$ cat config.mk
export PLATFORM = sky130hd
export DESIGN_NAME = c17_lfsr_tpg
export DESIGN_NICKNAME = d
export VERILOG_FILES = /design/src/rtl/c17_lfsr_tpg.sv
export SDC_FILE = /design/constraint.sdc
export NUM_CORES = 1
export LEC_CHECK = 0
export ABC_CLOCK_PERIOD_IN_PS = 1600
export CAP_MARGIN = 5
export CORE_MARGIN = 2
export CORE_UTILIZATION = 45
export CTS_CLUSTER_DIAMETER = 150
export DETAILED_ROUTE_END_ITERATION = 7
export HOLD_SLACK_MARGIN = 0.06
export PLACE_DENSITY = 0.76
export SLEW_MARGIN = 10
export SYNTH_ARGS = -nofsm -noshare
export SYNTH_HDL_FRONTEND = slang
export SYNTH_SLANG_ARGS = --single-unit
export TNS_END_PERCENT = 5
$ cat constraint.sdc
create_clock -name clk -period 1.6 [get_ports clk]
set_input_delay 0.32 -clock clk [delete_from_list [all_inputs] [get_ports clk]]
set_output_delay 0.32 -clock clk [all_outputs]
set_load 0.005 [all_outputs]
$ cat src/rtl/c17_lfsr_tpg.sv
// Built-in test pattern generator for the c17 core: a maximal-length LFSR
// feeding 5-bit vectors over valid/ready, with a per-run pattern counter.
module c17_lfsr_tpg #(
    parameter int unsigned      WIDTH        = 5,
    parameter logic [WIDTH-1:0] POLY         = 5'b10100,
    parameter logic [WIDTH-1:0] SEED         = 5'b00001,
    parameter int unsigned      NUM_PATTERNS = 31,
    parameter int unsigned      CNTW         = 6
) (
    input  logic             clk,
    input  logic             rst_n,
    input  logic             start,
    input  logic             abort,
    input  logic             pat_ready,
    output logic             pat_valid,
    output logic [WIDTH-1:0] pat_data,
    output logic [CNTW-1:0]  pat_cnt,
    output logic             busy,
    output logic             done
);

    typedef enum logic [1:0] {
        ST_IDLE = 2'd0,
        ST_RUN  = 2'd1,
        ST_DONE = 2'd2
    } state_t;

    // An all-zero seed would lock the LFSR, so it is replaced by 1.
    localparam logic [WIDTH-1:0] SEED_EFF = (SEED == '0) ? WIDTH'(1) : SEED;
    localparam logic [CNTW-1:0]  LAST_CNT = CNTW'(NUM_PATTERNS - 1);
    localparam state_t           START_ST = (NUM_PATTERNS == 0) ? ST_DONE : ST_RUN;

    state_t           state_q, state_d;
    logic [WIDTH-1:0] lfsr_q, lfsr_d;
    logic [CNTW-1:0]  cnt_q, cnt_d;
    logic             handshake;
    logic             fb;

    always_ff @(posedge clk or negedge rst_n) begin
        if (!rst_n) begin
            state_q <= ST_IDLE;
            lfsr_q  <= '0;
            cnt_q   <= '0;
        end else begin
            state_q <= state_d;
            lfsr_q  <= lfsr_d;
            cnt_q   <= cnt_d;
        end
    end

    always_comb begin
        state_d   = state_q;
        lfsr_d    = lfsr_q;
        cnt_d     = cnt_q;
        fb        = ^(lfsr_q & POLY);
        handshake = (state_q == ST_RUN) && pat_ready;
        unique case (state_q)
            ST_IDLE, ST_DONE: begin
                if (start) begin
                    lfsr_d  = SEED_EFF;
                    cnt_d   = '0;
                    state_d = START_ST;
                end
            end
            ST_RUN: begin
                if (handshake) begin
                    lfsr_d = {lfsr_q[WIDTH-2:0], fb};
                    cnt_d  = cnt_q + CNTW'(1);
                end
                // A transfer in the abort cycle still completes and is counted.
                if (abort) begin
                    state_d = ST_IDLE;
                end else if (handshake && (cnt_q == LAST_CNT)) begin
                    state_d = ST_DONE;
                end
            end
            default: state_d = ST_IDLE;
        endcase
    end

    assign pat_valid = (state_q == ST_RUN);
    assign busy      = (state_q == ST_RUN);
    assign done      = (state_q == ST_DONE);
    assign pat_data  = lfsr_q;
    assign pat_cnt   = cnt_q;

endmodule

==> results.tsv <==
metric	value	unit
critPathLaunchType	flip-flop	
post_synth_main_area_contributors	dfrtp_1 49%, a31o_1 6.6%, and3_1 3.8%	
internal_power	666	µW
synth_nets	71	
layout.cells.most_common_list	15 x clkdlybuf4s50_1, 10 x dfrtp_1, 10 x buf_4	
synth.top_cell.area_share	0.493	
post_synth_inst_count	64	
postSynthAreaPerCell	10.3	µm²
criticalPathCategory	flip-flop to primary output	
stage_delay_of_the_slowest_cell_on_the_critical_path	0.41	ns
cap_violations	0	
filler_cell_count	98	
routed-wl-met2	629	µm
yosysWarnings	0	
final_layout_size_suffix_gt1_frac	0.196	
drtIter0Drc	16	
most_frequent_standard_cell_in_the_layout_excluding_fill_and_tap_cells	clkdlybuf4s50_1	
setup_viol_count_final	0	
timing.fmax	645	MHz
period_minus_slack	1.55	ns
maximum_number_of_pins_on_one_net_before_global_route_repair	14	
fp-row-count	13	
synth_top_area_cell	dfrtp_1	
worst_ep_required_time	1.28	ns
critical_path.endpoint_type	primary output	
grt_pass1_wl	2.46	mm
final_max_slew_viol_count	0	
drc	0	
cellPowerDensity	1010	nW/µm²
timing.critical_path.fanout_max	4	
num_antenna_cells	0	
vias	582	
route.top_layer_used	met4	
die_height	42.3	µm
ctsRootBufferMaster	clkbuf_4	
mappedNetlistArea	659	µm²
switchingPower	282	µW
yosys_register_bits	13	
slew_headroom	0.789	
post-route-period-util	0.969	
netSwitchingFraction	0.297	
startpoint	state_q[1]	
cts.hold.buffers_added	0	
clock_power_share	0.214	
worst_ep_arrival_time	1.23	ns
worst_ir_drop_vdd	0.817	mV
critical_path.slowest_cell	dfrtp_1	
worst_margin_pin_slew	0.313	ns
route.detailed.vias_per_inst	5.44	
seq_area	329	µm²
start_util	0.494	
rr_startpoint	state_q[1]	
floorplan.die_area	1790	µm²
post_cts.resized_instances	5	
grt_use_total	0.181	
number_of_sinks_on_the_clock_net	13	
die-width	42.3	µm
share_seq_of_total_power	0.466	
path_cells	buf_4 > nor2b_1 > dlygate4sd2_1	
wl_met3	30	µm
cts_buffers	3	
ios	19	
grt_antenna_before_repair	0	
detailed_router_iteration_count_before_antenna_repair	4	
result_of_the_run	finished, final reports clean	
detailedPlace.worstSlack	-0.105	ns
cts_tree	done	
synthDistinctLibCells	26	
report.final.hold_viol_count	0	
post_drt_wl_per_cell	13.1	µm
rsz0062_at_grt	true	
gpl.final_weighted_congestion	0.770	
timing.final.ws_setup	0.0498	ns
clock_skew	0.00499	ns
holdWs	0.349	ns
synth_sequential_area_ratio	0.493	
number_of_global_route_vias_before_repair	575	
min_path_type	input pin to async pin	
detail-route-antenna-nets	0	
finish.net_count	100	
layout-area-overhead-vs-synth	42.9	%
area_of_the_multi_input_gates	302	µm²
worst_setup_hold_path_clk_slew	0.08	ns
clock_insertion_delay_worst_skew	0.27	ns
globalRoute.totalOverflow	0	
p_comb_frac	0.320	
dpl.hpwl	1.09	mm
wirelength_met1	728	µm
route.final.wire_length	1.41	mm
htreeDepth	1	
clock_path_buffers	2	
p_leak	0.000441	µW
total_of_buffers_placed_on_input_and_output_ports	18	
core_area	1330	µm²
cts_post_setup_buffers_inserted	0	
-- flip-flops by register name, indices dropped and copies added (netlist names) --
signal	flops
pat_cnt	6
pat_data	5
state_q	2
-- power groups by stage --
stage                     Combinational (µW)  Clock [µW]  Sequential (µW)
after global routing                     332         226              451
after global placement                   302           0              443
after detailed placement                 304           0              443
after CTS                                305         205              438
after floorplan                          122           0              441
final                                    304         203              442
-- metal layers --
metal,track usage,up-vias
met1,0.251,276
li1,-,292
met2,0.262,12
met3,0.0388,2
met5,0,-
met4,0.0938,0
-- metrics by stage --
stage          power (µW)  setup TNS [ns]  area [µm²]   util  std cells
6_report              948               0         942  0.706        107
5_1_grt              1010         -0.0132         942  0.706        107
4_1_cts               948               0         938  0.704        107
3_5_place_dp          747          -0.425         908  0.681        103
3_3_place_gp          744          -0.255         908  0.681        103
2_1_floorplan         563               0         659      -         64
-- logic make-up (layout without fill, tap and decap cells) --
| group | Yosys count | after routing | share of synthesized area |
|---|---|---|---|
| AOI/OAI and AO/OA | 13 | 13 | 0.159 |
| buffers and inverters | 8 | 36 | 0.0607 |
| xor gates and xnor gates | 2 | 2 | 0.0266 |
| DFF | 13 | 13 | 0.493 |
| and+or+nand+nor | 25 | 25 | 0.205 |
| adders and majority gates | 2 | 2 | 0.0379 |
| muxes | 1 | 1 | 0.0171 |
-- final timing paths --
path	to	slack [ns]	depth (start not counted)
setup / recovery	done	0.05	3
hold / removal	pat_cnt[4]	0.35	2
setup reg to reg	pat_cnt[5]	0.12	4
hold reg to reg	pat_cnt[4]	0.51	1
max in group asynchronous	pat_cnt[1]	1.07	2
min in group clk	pat_cnt[4]	0.51	1
-- cell type report --
cell class,instances,share of cell area
multi-input cells,43,0.320
repair buffers,28,0.267
well taps,15,0.0199
flip-flops and latches,13,0.349
clock buffers,4,0.0279
inverters,4,0.0159
-- worst max-delay path: cells and delay by family, from the launching register on --
kind	cells	cell delay (ns)
and+or+nand+nor	1	0.13
buffers and inverters	2	0.42
DFF	1	0.41
-- cell usage after synthesis, drive strengths merged --
| cell | number |
|---|---|
| o31ai | 1 |
| nand2b | 1 |
| xor2 | 1 |
| nor3 | 1 |
| dfrtp | 13 |
| or4 | 1 |
| o41ai | 1 |
| nand2 | 6 |
| nor2 | 3 |
| xnor2 | 1 |
| and3 | 4 |
| o21ai | 2 |
| nor2b | 3 |
| a31o | 5 |
| nand3 | 4 |
| ha | 2 |
| o211ai | 2 |
| a32o | 1 |
| buf | 4 |
| nand3b | 1 |
| mux2 | 1 |
| inv | 4 |
| nand4b | 1 |
| o311a | 1 |
(Power assumes the default switching activity.)
